$ cat src/rtl/video_timing_recover_if.sv
// Pixel-stream bundle: incoming de/hsync/vsync and recovered coordinates, markers and geometry.
// The recovery block is the slave side; the source/consumer is the master side.
interface video_timing_recover_if #(
  parameter int CORDW = 12
);
  logic             de;
  logic             hsync;
  logic             vsync;
  logic [CORDW-1:0] sx;
  logic [CORDW-1:0] sy;
  logic             de_out;
  logic             line;
  logic             frame;
  logic [CORDW-1:0] h_res;
  logic [CORDW-1:0] v_res;
  logic             locked;

  modport slave (
    input  de, hsync, vsync,
    output sx, sy, de_out, line, frame, h_res, v_res, locked
  );

  modport master (
    output de, hsync, vsync,
    input  sx, sy, de_out, line, frame, h_res, v_res, locked
  );
endinterface

$ cat src/rtl/video_timing_recover.sv
// Recovers active-area coordinates, line/frame markers and locked geometry from de/hsync/vsync.
// sx/sy/de_out/line/frame lag input de by 2 clk_pix cycles; stream input, no backpressure.
module video_timing_recover #(
  parameter int CORDW       = 12,
  parameter bit SYNC_POL    = 1'b1,
  parameter int LOCK_FRAMES = 3,
  parameter int MAX_RES     = 4095
) (
  input  logic                  clk_pix,
  input  logic                  rst_n,
  video_timing_recover_if.slave vid
);
  typedef enum logic [1:0] {SEEK, MEASURE, LOCKED} state_t;

  localparam logic [CORDW-1:0] MAXC   = CORDW'(MAX_RES);
  localparam logic [CORDW-1:0] ONE    = CORDW'(1);
  localparam logic [CORDW-1:0] SATC   = {CORDW{1'b1}};
  localparam logic [3:0]       LOCK_N = 4'(LOCK_FRAMES);

  logic de_s1_q, hs_s1_q, vs_s1_q, de_s2_q, hs_s2_q, vs_s2_q;
  logic de_rise, de_fall, hs_rise, vs_rise, new_frame;

  logic [CORDW-1:0] sx_q, sx_d, sy_q, sy_d, hcnt_q, hcnt_d, vcnt_q, vcnt_d, h_first_q, h_first_d;
  logic de_out_q, de_out_d, line_q, line_d, frame_q, frame_d;
  logic vs_pend_q, vs_pend_d, first_line_q, first_line_d, inv_q, inv_d, de_seen_q, de_seen_d;

  state_t           state_q, state_d;
  logic [3:0]       match_q, match_d;
  logic [CORDW-1:0] geo_h_q, geo_h_d, geo_v_q, geo_v_d, hres_q, hres_d, vres_q, vres_d;
  logic             locked_q, locked_d, cand_ok, cand_eq;

  // Syncs are normalised to active-high before they reach the edge detectors.
  always_ff @(posedge clk_pix or negedge rst_n) begin
    if (!rst_n) begin
      {de_s1_q, hs_s1_q, vs_s1_q, de_s2_q, hs_s2_q, vs_s2_q} <= '0;
    end else begin
      de_s1_q <= vid.de;
      hs_s1_q <= SYNC_POL ? vid.hsync : ~vid.hsync;
      vs_s1_q <= SYNC_POL ? vid.vsync : ~vid.vsync;
      de_s2_q <= de_s1_q;
      hs_s2_q <= hs_s1_q;
      vs_s2_q <= vs_s1_q;
    end
  end

  assign de_rise   = de_s1_q & ~de_s2_q;
  assign de_fall   = ~de_s1_q & de_s2_q;
  assign hs_rise   = hs_s1_q & ~hs_s2_q;
  assign vs_rise   = vs_s1_q & ~vs_s2_q;
  assign new_frame = vs_pend_q | vs_rise;

  always_comb begin
    sx_d         = sx_q;
    sy_d         = sy_q;
    hcnt_d       = hcnt_q;
    vcnt_d       = vcnt_q;
    h_first_d    = h_first_q;
    first_line_d = first_line_q;
    inv_d        = inv_q;
    de_out_d     = de_s1_q;
    line_d       = de_rise;
    frame_d      = de_rise & new_frame;
    vs_pend_d    = de_rise ? 1'b0 : new_frame;
    de_seen_d    = hs_rise ? de_rise : (de_seen_q | de_rise);

    if (de_rise) sx_d = '0;
    else if (de_s1_q && sx_q != SATC) sx_d = sx_q + ONE;
    if (de_rise) begin
      if (new_frame) sy_d = '0;
      else if (sy_q != SATC) sy_d = sy_q + ONE;
    end
    if (de_rise) hcnt_d = ONE;
    else if (de_s1_q && hcnt_q != MAXC) hcnt_d = hcnt_q + ONE;

    // Frame end wins over any line activity in the same cycle; a coincident de rise is line 0.
    if (vs_rise) begin
      vcnt_d       = de_rise ? ONE : '0;
      first_line_d = 1'b1;
      inv_d        = 1'b0;
    end else begin
      if (de_rise && vcnt_q != MAXC) vcnt_d = vcnt_q + ONE;
      if (de_fall) begin
        if (first_line_q) begin
          h_first_d    = hcnt_q;
          first_line_d = 1'b0;
        end else if (hcnt_q != h_first_q) begin
          inv_d = 1'b1;
        end
      end
      if ((hcnt_d == MAXC && hcnt_q != MAXC) || (vcnt_d == MAXC && vcnt_q != MAXC)) inv_d = 1'b1;
      if (de_rise && de_seen_q && !hs_rise) inv_d = 1'b1;
    end
  end

  always_ff @(posedge clk_pix or negedge rst_n) begin
    if (!rst_n) begin
      {sx_q, sy_q, hcnt_q, vcnt_q, h_first_q} <= '0;
      {de_out_q, line_q, frame_q, vs_pend_q, inv_q, de_seen_q} <= '0;
      first_line_q <= 1'b1;
    end else begin
      sx_q         <= sx_d;
      sy_q         <= sy_d;
      hcnt_q       <= hcnt_d;
      vcnt_q       <= vcnt_d;
      h_first_q    <= h_first_d;
      first_line_q <= first_line_d;
      inv_q        <= inv_d;
      de_out_q     <= de_out_d;
      line_q       <= line_d;
      frame_q      <= frame_d;
      vs_pend_q    <= vs_pend_d;
      de_seen_q    <= de_seen_d;
    end
  end

  assign cand_ok = ~inv_q & (vcnt_q != '0);
  assign cand_eq = (h_first_q == geo_h_q) && (vcnt_q == geo_v_q);

  always_ff @(posedge clk_pix or negedge rst_n) begin
    if (!rst_n) begin
      state_q  <= SEEK;
      match_q  <= '0;
      {geo_h_q, geo_v_q, hres_q, vres_q} <= '0;
      locked_q <= 1'b0;
    end else begin
      state_q  <= state_d;
      match_q  <= match_d;
      geo_h_q  <= geo_h_d;
      geo_v_q  <= geo_v_d;
      hres_q   <= hres_d;
      vres_q   <= vres_d;
      locked_q <= locked_d;
    end
  end

  always_comb begin
    state_d = state_q;
    if (vs_rise) begin
      case (state_q)
        SEEK:    state_d = MEASURE;
        MEASURE: if (match_d == LOCK_N) state_d = LOCKED;
        LOCKED:  if (!(cand_ok && cand_eq)) state_d = MEASURE;
        default: state_d = SEEK;
      endcase
    end
  end

  always_comb begin
    match_d  = match_q;
    geo_h_d  = geo_h_q;
    geo_v_d  = geo_v_q;
    hres_d   = hres_q;
    vres_d   = vres_q;
    locked_d = locked_q;
    if (vs_rise) begin
      case (state_q)
        MEASURE: begin
          if (!cand_ok) match_d = '0;
          else if (cand_eq) match_d = match_q + 4'd1;
          else begin
            geo_h_d = h_first_q;
            geo_v_d = vcnt_q;
            match_d = 4'd1;
          end
          if (match_d == LOCK_N) begin
            locked_d = 1'b1;
            hres_d   = geo_h_d;
            vres_d   = geo_v_d;
          end
        end
        // Losing lock keeps the last reported resolution on h_res/v_res.
        LOCKED: if (!(cand_ok && cand_eq)) begin
          locked_d = 1'b0;
          match_d  = cand_ok ? 4'd1 : 4'd0;
          if (cand_ok) begin
            geo_h_d = h_first_q;
            geo_v_d = vcnt_q;
          end
        end
        default: ;
      endcase
    end
  end

  assign vid.sx     = sx_q;
  assign vid.sy     = sy_q;
  assign vid.de_out = de_out_q;
  assign vid.line   = line_q;
  assign vid.frame  = frame_q;
  assign vid.h_res  = hres_q;
  assign vid.v_res  = vres_q;
  assign vid.locked = locked_q;
endmodule
$ cat src/flat_wrapper.sv
// flat-port wrapper written by rule: the top's interface ports become plain ports
module video_timing_recover_flat 
#(
  parameter int CORDW       = 12,
  parameter bit SYNC_POL    = 1'b1,
  parameter int LOCK_FRAMES = 3,
  parameter int MAX_RES     = 4095
)
  (clk_pix, rst_n, vid_de, vid_hsync, vid_vsync, vid_sx, vid_sy, vid_de_out, vid_line, vid_frame, vid_h_res, vid_v_res, vid_locked);
  video_timing_recover_if #(.CORDW(CORDW)) vid_i ();
  input  logic clk_pix;
  input  logic rst_n;
  input wire logic [$bits(vid_i.de)-1:0] vid_de;
  input wire logic [$bits(vid_i.hsync)-1:0] vid_hsync;
  input wire logic [$bits(vid_i.vsync)-1:0] vid_vsync;
  output wire logic [$bits(vid_i.sx)-1:0] vid_sx;
  output wire logic [$bits(vid_i.sy)-1:0] vid_sy;
  output wire logic [$bits(vid_i.de_out)-1:0] vid_de_out;
  output wire logic [$bits(vid_i.line)-1:0] vid_line;
  output wire logic [$bits(vid_i.frame)-1:0] vid_frame;
  output wire logic [$bits(vid_i.h_res)-1:0] vid_h_res;
  output wire logic [$bits(vid_i.v_res)-1:0] vid_v_res;
  output wire logic [$bits(vid_i.locked)-1:0] vid_locked;
  assign vid_i.de = vid_de;
  assign vid_i.hsync = vid_hsync;
  assign vid_i.vsync = vid_vsync;
  assign vid_sx = vid_i.sx;
  assign vid_sy = vid_i.sy;
  assign vid_de_out = vid_i.de_out;
  assign vid_line = vid_i.line;
  assign vid_frame = vid_i.frame;
  assign vid_h_res = vid_i.h_res;
  assign vid_v_res = vid_i.v_res;
  assign vid_locked = vid_i.locked;
  video_timing_recover #(.CORDW(CORDW), .SYNC_POL(SYNC_POL), .LOCK_FRAMES(LOCK_FRAMES), .MAX_RES(MAX_RES)) u_core (.clk_pix(clk_pix), .rst_n(rst_n), .vid(vid_i));
endmodule
$ cat config.mk
export PLATFORM = sky130hd
export DESIGN_NAME = video_timing_recover_flat
export DESIGN_NICKNAME = d
export VERILOG_FILES = /design/src/rtl/video_timing_recover_if.sv /design/src/rtl/video_timing_recover.sv /design/src/flat_wrapper.sv
export SDC_FILE = /design/constraint.sdc
export NUM_CORES = 1
export LEC_CHECK = 0
export ABC_AREA = 1
export BUFFER_PORTS_ARGS = -buffer_cell sky130_fd_sc_hd__buf_2
export CORE_ASPECT_RATIO = 0.7
export CORE_MARGIN = 1.5
export CORE_UTILIZATION = 60
export CTS_CLUSTER_DIAMETER = 120
export CTS_CLUSTER_SIZE = 40
export DETAILED_ROUTE_END_ITERATION = 12
export GPL_ROUTABILITY_DRIVEN = 0
export HOLD_SLACK_MARGIN = 0.06
export PLACE_DENSITY = 0.78
export SLEW_MARGIN = 20
export SYNTH_ARGS = -nofsm -noshare
export SYNTH_HDL_FRONTEND = slang
export SYNTH_SLANG_ARGS = --single-unit
export TNS_END_PERCENT = 20
$ cat constraint.sdc
create_clock -name clk_pix -period 2.5 [get_ports clk_pix]
set_input_delay 0.25 -clock clk_pix [delete_from_list [all_inputs] [get_ports clk_pix]]
set_output_delay 0.25 -clock clk_pix [all_outputs]
set_load 0.05 [all_outputs]
* Word level (Yosys, flattened, before mapping)
Index checks and enable logic that the tools add are counted.
** Storage, ports and cells
- Register bits :: 127
- Logic and storage cells :: 131
** Cells by class
- Add/sub/neg operators :: 5
- Bitwise operators :: 14
- Equal/unequal tests :: 18
- Reductions and logical operators :: 26
- Multiplexer cells :: 44
** Operators by type and width (number)
- $mux W12 :: 17
- $add A12 B1 Y12 const B :: 4
- $ne A12 B12 Y1 const B :: 4
- $pmux W12 S2 :: 2
- $eq A12 B12 Y1 :: 2
- $eq A12 B12 Y1 const B :: 2
- $mux W4 :: 6
- $mux W1 :: 14
- $ne A12 B12 Y1 :: 1
- $reduce_and A3 Y1 :: 4
- $reduce_bool A12 Y1 :: 1
- $logic_and A1 B1 Y1 :: 9
- $eq A4 B2 Y1 const B :: 2
- $pmux W4 S2 :: 1
- $reduce_and A4 Y1 :: 2
- $reduce_bool A2 Y1 :: 4
- $reduce_bool A4 Y1 :: 2
- $and A1 B1 Y1 :: 6
- $ne A2 B1 Y1 const B :: 3
- $not A1 Y1 :: 6
- $pmux W2 S3 :: 1
- $add A4 B1 Y4 const B :: 1
- $mux W2 :: 2
- $ne A4 B3 Y1 const B :: 1
- 9 further kinds :: 10

* Longest topological paths before layout
Gate-level depths: netlist of run 1.
- Depth after elaboration :: 11
- Mapped depth :: 18

* Worst setup path before layout of run 1
OpenSTA, ideal clock, no wires.
- Path type :: register -> register
- Start point :: reg u_core.sy_q[0], in the netlist u_core.vid.sy[0]
- End point :: reg u_core.sy_q[5], in the netlist u_core.vid.sy[5]
- Period minus slack after synthesis :: 2.342 ns
- Setup time :: 0.136 ns
- Stages on the path, launching flop included :: 13
- Slack :: 0.158 ns
- Data arrival time :: 2.205 ns
- Path through :: dfrtp_1 > ha_1 > nand2_1 > nor2_1 > nand2_1 > nor3_1 > nand3_1 > nand2_2 > nor2_1 > inv_1 > nor2_1 > or2_2 > nor3b_1
** On the way
- Word-level cells in the longest chain between the ends :: 3
** RTL lines
- from (decl) :: line video_timing_recover.sv:23 : logic [CORDW-1:0] sx_q, sx_d, sy_q, sy_d, hcnt_q, hcnt_d, vcnt_q, vcnt_d, h_first_q, h_first_d;
- from (signal assigned) :: line video_timing_recover.sv:102 : sy_q <= sy_d;
- $add A12 B1 Y12 / $ne A12 B12 Y1 (equally long branches) :: line video_timing_recover.sv:70 : else if (sy_q != SATC) sy_d = sy_q + ONE;
- $mux W12 / $reduce_bool A2 Y1 (equally long branches)
- $mux W12 / $reduce_and A2 Y1 (equally long branches)
Parallel ways exist; a longest one is shown, timed or not. The select of a mux whose other input is x is not followed.
A chain may end at the register's enable or synchronous reset.

* Final worst setup path of run 1
- Start point :: reg u_core.vcnt_q[1]
- End point :: reg u_core.inv_q
** On the way
- Word-level cells in the longest chain between the ends :: 10
** RTL lines
- from (decl) :: line video_timing_recover.sv:23
- from (signal assigned) :: line video_timing_recover.sv:104 : vcnt_q <= vcnt_d;
- branches (longest 5 deep; another with $add A12 B1 Y12)
- $logic_and A1 B1 Y1 * :: line video_timing_recover.sv:90 : if ((hcnt_d == MAXC && hcnt_q != MAXC) || (vcnt_d == MAXC && vcnt_q != MAXC)) inv_d = 1'b1;
- $logic_or A1 B1 Y1 * :: line video_timing_recover.sv:90
- $mux W1 :: line video_timing_recover.sv:90
- $mux W1 :: line video_timing_recover.sv:91 : if (de_rise && de_seen_q && !hs_rise) inv_d = 1'b1;
- $mux W1 :: line video_timing_recover.sv:76 : if (vs_rise) begin
- to (signal assigned) :: line video_timing_recover.sv:107 : inv_q <= inv_d;
- to (decl) :: line video_timing_recover.sv:25 : logic vs_pend_q, vs_pend_d, first_line_q, first_line_d, inv_q, inv_d, de_seen_q, de_seen_d;
Every way passes the cells marked *. The select of a mux whose other input is x is not followed.

==> run_results.csv, run 1 <==
group,metric,value,unit
outcome,status,"complete, no violations",
detailed_routing,wire_per_inst,15.0,µm
yosys,synth_top_family_by_area,"simple AND/OR/NAND/NOR gates",
final_layout,antenna_cells,0,
timing,rsz0062_at_grt,"yes",
clock_network,cts_tree,"done",
clock_network,cts.clk_slew.worst_paths,60,ps
placed_design,hpwl,11800,µm
floorplanning,ios,57,
floorplanning,die_h,93.4,µm
critical_path,cp.required,2810,ps
critical_path,setup.worst_path.start_class,"flop",
final_layout,fillers,829,
detailed_routing,vias,6260,
timing,worst_clock_skew,6.78,ps
clock_network,htree_levels,4,
timing,period_minus_slack,2310,ps
final_layout,stdcell_count,1154,
placed_design,io_buffer_count,56,
final_layout,layout-drive-gt1-share,17.5,%
clock_network,clk_latency,420,ps
pwr,power_density,810,mW/mm²
critical_path,critPathBufInv,1,
final_layout,area_growth,17.3,%
yosys,synth_cells,914,
final_layout,mostFrequentLayoutCells,"nand2_1, dfrtp_1, inv_1",
yosys,synthAdderAreaFrac,1.61,%
detailed_routing,vias_per_cell,5.42,
yosys,ys_seq_area_share,45.4,%
critical_path,slowest_delay,430,ps
yosys,syn_nets,928,
critical_path,path_common_cell,"nand2_1",
yosys,yosysUniqueCellTypes,41,
detailed_routing,finalWirelength,17300,µm
grt,overflow,0,
critical_path,cp.arrival,2620,ps
grt,grt_usage,29.7,%
critical_path,crit_fanout,8,
clock_network,cts_max_path_buffers,2,
grt,grt_max_degree,62,
final_layout,final_area,0.00822,mm²
yosys,synth_warnings,0,
yosys,synth.area.mux_share,0,%
yosys,synth_xor_area_share,4.12,%
clock_network,post_cts_buffers,0,
yosys,syn_area,0.00701,mm²
yosys,synth_async_sr_flop_share,100,%
timing,relSlewSlack,68.4,%
clock_network,clock-sinks,127,
final_layout,layout_commonest_cell,"nand2_1",
pwr,p_leak,3.86,nW
min_path,hold_class,"input port to async pin",
timing,hold_viol_final,0,
timing,finalSetupViolCount,0,
critical_path,cp_top_family,"simple AND/OR/NAND/NOR gates",
floorplanning,std_cell_rows,32,
grt,grt_pass1_vias,5689,
timing,worst_slew_pin_slew,473,ps
detailed_routing,drtIter0Drc,640,
yosys,ys_ff_latch,127,
clock_network,root_buffer,"clkbuf_16",
floorplanning,die_area,0.0123,mm²
detailed_routing,ant_nets,0,
critical_path,path_cells,"ha_1 > nand2_1 > nor2_2 > nand3_1 > nand2_2 > inv_2 > nand2_1 > nand2_1 > nor2_1 > nand3_1 > nor2_1 > nand2_1 > nand4_1 > nand2_1",
final_layout,layout.nets,1003,
timing,drv_slew,0,
clock_network,numCtsBuffers,17,
pwr,worst_ir_drop_vdd,0.525,mV
floorplanning,die_x,132,µm
yosys,synthSimpleGateAreaFrac,26.6,%
yosys,synth_compound_gate_area_share,12.8,%
timing,min_period_over_period,92.5,%
critical_path,critical_path_class,"flop to flop",
yosys,synth-edff-count,0,
grt,grt_pass1_wl,28800,µm
floorplanning,fp.coreArea,0.0112,mm²
run,drv_cap,0,
detailed_routing,drc,0,
yosys,ys.flop_type,"dfrtp_1",
critical_path,crit_path_top_delay_cell,"dfrtp_1",
critical_path,worstSetupEndpointType,"flop",
detailed_routing,drtPass1Iterations,5,
placed_design,place_inst,1119,
timing,hold_ws,318,ps
grt,antenna_found_initial,0,
placed_design,dpl-instance-area,0.00753,mm²
floorplanning,initial_core_util,62.5,%
timing,maxClockFrequency,0.432,GHz
yosys,syn_area_per_cell,7.67,µm²
[repair_timing]
item                       CTS  global route
hold endpoints to repair    29             0
setup endpoints to repair    0            17
resized for setup            0             7
hold buffers                 4             0
[kinds of logic (layout without fill, tap and decap cells)]
| group | after synthesis | count (layout) |
|---|---|---|
| AND/OR/NAND/NOR | 430 | 430 |
| buffers and inverters | 160 | 247 |
| adder cells (fa/ha/maj) | 9 | 9 |
| XOR/XNOR | 33 | 33 |
| AO/OA/AOI/OAI | 155 | 155 |
| flip-flops | 127 | 127 |
[cell type report]
cell class / count / area, µm² / area share [%]
repair buffers: 83 / 533 / 6.49
well taps: 153 / 191 / 2.33
clock buffers: 21 / 470 / 5.72
inverters: 133 / 502 / 6.11
multi-input cells: 627 / 3180 / 38.7
flip-flops and latches: 127 / 3180 / 38.7
clock inverters: 10 / 160 / 1.95
[where the power goes]
group | internal, W | switching, W
Combinational | 0.000487 | 0.00101
Clock | 0.00174 | 0.000910
Sequential | 0.00229 | 0.000223
Total | 0.00451 | 0.00215
[cells in the mapped netlist (all sizes together), types with 2 or more instances]
library cell	n	share of area (%)
nand4	13	1.2
o211ai	6	0.64
ha	9	1.6
clkbuf	12	0.66
nand2	234	13
buf	15	1.7
nor3b	2	0.21
and2	2	0.18
nor2	95	5.4
o22ai	4	0.36
or2	3	0.27
o21ai	113	9.1
dfrtp	126	45
inv	132	7.1
a21oi	23	1.6
xor2	17	2.1
o21bai	2	0.21
xnor2	16	2.0
a211oi	4	0.50
nand3	55	4.0
nor3	24	1.9
[per-stage QoR]
step	worst slack [ps]	utilization [%]	TNS [ps]	total power, W
floorplan	158	-	0	0.00357
global placement	233	67.1	0	0.00395
detailed placement	209	67.1	0	0.00398
CTS	158	73.1	0	0.00664
global route	-40.7	73.3	-40.7	0.00699
finish	187	73.3	0	0.00666
[flip-flops by register name, indices dropped and copies added (netlist names), 2 cells and up]
name              cells
u_core.geo_h_q       12
u_core.geo_v_q       12
u_core.h_first_q     12
u_core.hcnt_q        12
u_core.vcnt_q        12
u_core.vid.h_res     12
u_core.vid.sx        12
u_core.vid.sy        12
u_core.vid.v_res     12
u_core.match_q        4
u_core.state_q        2
[routing by layer]
metal	track usage, %	vias to the layer above	share of wire (%)
li1	-	3069	-
met2	43.5	272	42
met1	44.1	2898	48
met4	7.42	0	0.94
met3	7.53	21	8.2
met5	0	-	0
[worst paths after layout]
check,start,endpoint,slack (ps),cells after the start
worst min-delay path,rst_n,u_core.h_first_q[2],320,2
max in group asynchronous,rst_n,u_core.first_line_q,1480,3
worst min register to register,u_core.hs_s1_q,u_core.hs_s2_q,380,0
worst max register to register,u_core.vcnt_q[1],u_core.inv_q,190,14
worst max-delay path,u_core.vcnt_q[1],u_core.inv_q,190,14
min in group clk_pix,u_core.hs_s1_q,u_core.hs_s2_q,380,0
Note: power is estimated with default switching activity, not from simulation.
==> inputs of run 2 (changes only) <==
CELL_PAD_IN_SITES_DETAIL_PLACEMENT = 1   (was not set)
CELL_PAD_IN_SITES_GLOBAL_PLACEMENT = 1   (was not set)
CORE_UTILIZATION = 45   (was 60)
PLACE_DENSITY = 0.79   (was 0.78)
==> run 2 against run 1 <==
Sequential power about the same; total power decreased by 0.60%; via count increased by 1.2%; die area increased by 32%; setup slack got worse by 85 ps; combinational power increased by 7%; worst hold slack improved by 55 ps; first-iteration DRC count decreased by 51%; critical path type unchanged; critical endpoint unchanged; largest cell class unchanged.
==> run_results.csv, run 2 (synthesized netlist as in run 1, its figures left out) <==
group,metric,value,unit
final_layout,mostFrequentLayoutCells,"nand2_1, dfrtp_1, inv_1",
floorplanning,std_cell_rows,37,
critical_path,path_common_cell,"nand2_1",
timing,finalSetupViolCount,0,
detailed_routing,wl_met3,613,µm
min_path,min_to,"u_core.hs_s2_q",
grt,grt_pass1_wl,33100,µm
final_layout,layout_commonest_cell,"nand2_1",
timing,min_period_over_period,95.9,%
critical_path,cp.arrival,2710,ps
detailed_routing,finalWirelength,20100,µm
floorplanning,die_x,152,µm
critical_path,crit_path_top_delay_cell,"dfrtp_1",
clock_network,clock-sinks,127,
clock_network,clk_latency,430,ps
run,drv_cap,0,
placed_design,hpwl,14100,µm
critical_path,r2r-end,"u_core.inv_q",
clock_network,numCtsBuffers,17,
critical_path,rrSetupSlack,100,ps
grt,antenna_found_initial,0,
min_path,hold_class,"flop to flop",
grt,grt_max_degree,64,
pwr,worst_ir_drop_vdd,0.408,mV
detailed_routing,route.met2.wl,9490,µm
timing,maxClockFrequency,0.417,GHz
timing,drv_slew,0,
floorplanning,ios,57,
final_layout,final_area,0.00837,mm²
clock_network,cts_max_path_buffers,2,
detailed_routing,wire_per_inst,16.7,µm
critical_path,critical_path_class,"flop to flop",
clock_network,cts_tree,"done",
critical_path,cp_top_family,"simple AND/OR/NAND/NOR gates",
placed_design,dp_slack,-51.6,ps
final_layout,antenna_cells,0,
critical_path,reg2reg_from,"u_core.vcnt_q[0]",
detailed_routing,drc,0,
timing,relSlewSlack,59.2,%
critical_path,crit_fanout,6,
clock_network,cts.clk_slew.worst_paths,60,ps
detailed_routing,drtIter0Drc,316,
critical_path,setup.worst_path.start_class,"flop",
floorplanning,fp.coreArea,0.0150,mm²
detailed_routing,drtPass1Iterations,4,
detailed_routing,vias,6334,
grt,overflow,0,
timing,worst_slew_pin_slew,611,ps
critical_path,critPathBufInv,2,
critical_path,slowest_delay,390,ps
critical_path,worstSetupEndpointType,"flop",
detailed_routing,maxUsedRoutingLayer,"met4",
final_layout,area_growth,19.4,%
final_layout,layout-drive-gt1-share,19.0,%
clock_network,htree_levels,4,
timing,worst_clock_skew,6.30,ps
min_path,min-delay-start,"u_core.hs_s1_q",
detailed_routing,m1WireLength,9730,µm
floorplanning,die_area,0.0163,mm²
timing,tns,0,ps
final_layout,layout.nets,1013,
critical_path,cp.required,2820,ps
critical_path,path_cells,"buf_4 > ha_1 > nand2_2 > nor2_4 > nand3_1 > nand2_4 > inv_4 > nand2_1 > nor3_4 > nand2_1 > nand2_1 > nand2_1 > nand2_1 > nand3_1 > nand2_1 > nand2_1",
floorplanning,initial_core_util,46.9,%
clock_network,root_buffer,"clkbuf_16",
floorplanning,die_h,107,µm
placed_design,dpl-instance-area,0.00763,mm²
pwr,power_density,791,mW/mm²
timing,setup_ws,102,ps
timing,rsz0062_at_grt,"yes",
detailed_routing,vias_per_cell,5.25,
min_path,hold_depth,0,
timing,period_minus_slack,2400,ps
timing,hold_viol_final,0,
pwr,p_leak,3.91,nW
outcome,status,"complete, no violations",
grt,grt_pass1_vias,6455,
detailed_routing,ant_nets,0,
critical_path,reg2regPathDepth,16,
grt,grt_usage,25.6,%
placed_design,io_buffer_count,56,
==> run 2: cell types whose count changed in the layout (fill, tap and decap cells not counted), sizes merged <==
cell	delta
buf	+10
bufinv	-2
clkinv	+4
inv	-1
==> run 2: final cells by class <==
cell class / count / area, µm²
fill: 1895 / 6590
multi-input combinational: 627 / 3220
sequential: 127 / 3180
timing repair buffer: 93 / 624
inverter: 133 / 510
clock buffer: 21 / 480
tap: 195 / 244
clock inverter: 11 / 113
==> run 2: how the worst max path moves through the flow <==
stage / from / endpoint / cells after the start / slack [ps]
after floorplan: u_core.vid.sy[0] / u_core.vid.sy[5] / 12 / 160
after global placement: u_core.vcnt_q[0] / u_core.inv_q / 16 / 10
after detailed placement: u_core.vcnt_q[0] / u_core.inv_q / 16 / -50
after CTS: u_core.vcnt_q[0] / u_core.inv_q / 16 / 100
after global routing: u_core.vcnt_q[0] / u_core.inv_q / 16 / -20
final: u_core.vcnt_q[0] / u_core.inv_q / 16 / 100
==> run 2: layer usage <==
metal	GRT usage (%)	vias to the layer above
li1	-	3091
met5	0	-
met3	4.27	26
met2	41.4	80
met4	9.15	0
met1	35.1	3137
==> run 2: repair_timing <==
item / in CTS / in global routing
pin swaps: 0 / 1
resized for setup: 2 / 15
endpoints found under the setup margin: 11 / 53
hold buffers: 4 / 0
buffers inserted: 0 / 4
hold endpoints to repair: 63 / 0
==> run 2: worst register-to-register path, cell delays in order (launching register included) <==
cell and delay [ps]:
dfrtp_1 390, buf_4 160, ha_1 240, nand2_2 120, nor2_4 60, nand3_1 180, nand2_4 120, inv_4 110
nand2_1 110, nor3_4 260, nand2_1 100, nand2_1 90, nand2_1 50, nand2_1 110, nand3_1 80, nand2_1 60
nand2_1 50
==> run 2: per-stage QoR <==
stage | std cells | hold slack (ps) | util [%] | power (W)
3_3_place_gp | 1167 | 289 | 51.0 | 0.00399
6_report | 1207 | 373 | 56.0 | 0.00662
2_1_floorplan | 914 | -45.6 | - | 0.00357
3_5_place_dp | 1167 | 284 | 51.0 | 0.00404
5_1_grt | 1207 | 383 | 56.0 | 0.00695
4_1_cts | 1203 | 378 | 55.3 | 0.00661
==> run 2: where the power goes <==
| group | switching (W) | total, W | internal [W] |
|---|---|---|---|
| clock network | 0.000958 | 0.00252 | 0.00156 |
| logic | 0.00111 | 0.00161 | 0.000503 |
| registers | 0.000204 | 0.00249 | 0.00229 |
| total | 0.00227 | 0.00662 | 0.00435 |
==> inputs of run 3 (changes only) <==
CORE_UTILIZATION = 40   (was 45)
PLACE_DENSITY = 0.74   (was 0.79)
clock period = 2.2 ns   (was 2.5 ns; I/O delays follow)
==> run 3 against run 2 <==
Worst hold slack worse by 140 ps; fmax up 9.2%; clock skew up 1.6 ps; register-to-register slack worse by 97 ps; utilization down 3.0 points; non-clock buffer count up 48; design area up 8.6%; wire length up 4.3%; sequential power up 13%; critical path type unchanged.
==> run_results.csv, run 3 (synthesized netlist as in run 1, its figures left out) <==
group,metric,value,unit
critical_path,worstSetupEndpointType,"flop",
pwr,power_density,872,mW/mm²
final_layout,fillers,2101,
final_layout,antenna_cells,0,
timing,finalSetupViolCount,0,
floorplanning,std_cell_rows,40,
detailed_routing,wire_per_inst,16.3,µm
final_layout,area_growth,29.6,%
placed_design,dp_slack,-226,ps
critical_path,critical_path_class,"flop to flop",
final_layout,final_area,0.00908,mm²
clock_network,cts.clk_slew.worst_paths,60,ps
timing,drv_slew,0,
floorplanning,initial_core_util,40.8,%
outcome,status,"complete, no violations",
timing,relSlewSlack,68.9,%
clock_network,root_buffer,"clkbuf_16",
grt,overflow,0,
final_layout,layout_commonest_cell,"nand2_1",
timing,maxClockFrequency,0.456,GHz
run,drv_cap,0,
placed_design,io_buffer_count,56,
pwr,p_leak,4.25,nW
final_layout,layout-drive-gt1-share,27.4,%
detailed_routing,ant_nets,0,
critical_path,setup.worst_path.start_class,"flop",
grt,grt_pass1_vias,6393,
timing,worst_slew_pin_slew,465,ps
clock_network,clock-sinks,127,
detailed_routing,vias,6532,
clock_network,clk_latency,430,ps
final_layout,regArea,0.00319,mm²
detailed_routing,drtIter0Drc,314,
timing,rsz0062_at_grt,"yes",
critical_path,path_cells,"buf_6 > buf_4 > nand2_2 > nand4_1 > nor2_2 > nand3_2 > nor2_2 > nand4_1 > nor2_2 > nand3_4 > buf_4 > clkbuf_16 > nand2_2 > o21ai_2",
final_layout,mostFrequentLayoutCells,"nand2_1, inv_1, dfrtp_1",
timing,setup_ws,4.86,ps
clock_network,numCtsBuffers,17,
floorplanning,fp.coreArea,0.0172,mm²
grt,grt_pass1_wl,32200,µm
final_layout,layout.nets,1061,
grt,grt_max_degree,51,
critical_path,path_common_cell,"nor2_2",
final_layout,multi_input_area,0.00342,mm²
clock_network,cts_tree,"done",
min_path,hold_class,"input port to async pin",
floorplanning,die_x,161,µm
critical_path,slowest_delay,450,ps
critical_path,crit_path_top_delay_cell,"dfrtp_2",
detailed_routing,drc,0,
critical_path,cp.required,2520,ps
critical_path,cp.arrival,2510,ps
pwr,worst_ir_drop_vdd,0.446,mV
detailed_routing,vias_per_cell,5.06,
timing,hold_viol_final,0,
critical_path,crit_fanout,6,
detailed_routing,drtPass1Iterations,5,
timing,worst_clock_skew,7.86,ps
grt,grt_usage,22.3,%
placed_design,hpwl,14100,µm
floorplanning,die_area,0.0183,mm²
grt,antenna_found_initial,0,
placed_design,dpl-instance-area,0.00786,mm²
floorplanning,die_h,114,µm
detailed_routing,finalWirelength,21000,µm
clock_network,cts_max_path_buffers,2,
clock_network,htree_levels,4,
timing,min_period_over_period,99.8,%
floorplanning,ios,57,
timing,period_minus_slack,2200,ps
==> run 3: worst paths after layout <==
kind / from / endpoint / slack (ps) / cells past startpoint
max: u_core.vcnt_q[0] / u_core.vid.v_res[11] / 5 / 14
min: rst_n / u_core.vid.sx[7] / 240 / 2
max reg2reg: u_core.vcnt_q[0] / u_core.vid.v_res[11] / 5 / 14
min reg2reg: u_core.hs_s1_q / u_core.hs_s2_q / 380 / 0
max in group asynchronous: rst_n / u_core.vcnt_q[7] / 1280 / 3
min in group clk_pix: u_core.hs_s1_q / u_core.hs_s2_q / 380 / 0
==> run 3: critical path: cells and delay by family, from the launching register on <==
| family | cells | cell delay, ps |
|---|---|---|
| compound gates | 1 | 50 |
| buf+inv | 4 | 580 |
| flops | 1 | 450 |
| simple gates | 9 | 1020 |
==> run 3: layer usage <==
layer / vias up / track usage (%) / part of all wire [%]
met2: 82 / 35.2 / 46
met3: 16 / 4.76 / 2.9
met5: - / 0 / 0
met4: 0 / 5.80 / 0.74
li1: 3186 / - / -
met1: 3248 / 31.4 / 50
==> run 3: area by class of cell <==
class	count	area share [%]
Clock buffer	17	4.68
Timing Repair Buffer	141	11.8
Tap cell	231	3.18
Multi-Input combinational cell	627	37.6
Clock inverter	15	2.15
Sequential cell	127	35.1
Inverter	133	5.50
==> run 3: what timing repair did <==
action,4_1_cts,5_1_grt
buffers inserted,3,22
hold buffers,4,0
cloned,0,4
hold endpoints to repair,77,0
resized for setup,9,76
pin swaps,1,23
setup endpoints to repair,27,59
==> run 3: where the power goes <==
part	internal (W)	switching, W	total, W
logic	0.000729	0.00136	0.00209
clock network	0.00189	0.00112	0.00301
registers	0.00260	0.000221	0.00282
==> run 3: metrics by stage <==
step	instances	TNS, ps	hold WS, ps	utilization [%]	total power [W]
floorplan	914	0	-75.6	-	0.00405
global placement	1226	-222	116	45.8	0.00463
detailed placement	1226	-344	117	45.8	0.00466
CTS	1265	-20.9	247	50.0	0.00773
global route	1291	-1700	251	52.9	0.00835
finish	1291	0	236	52.9	0.00793
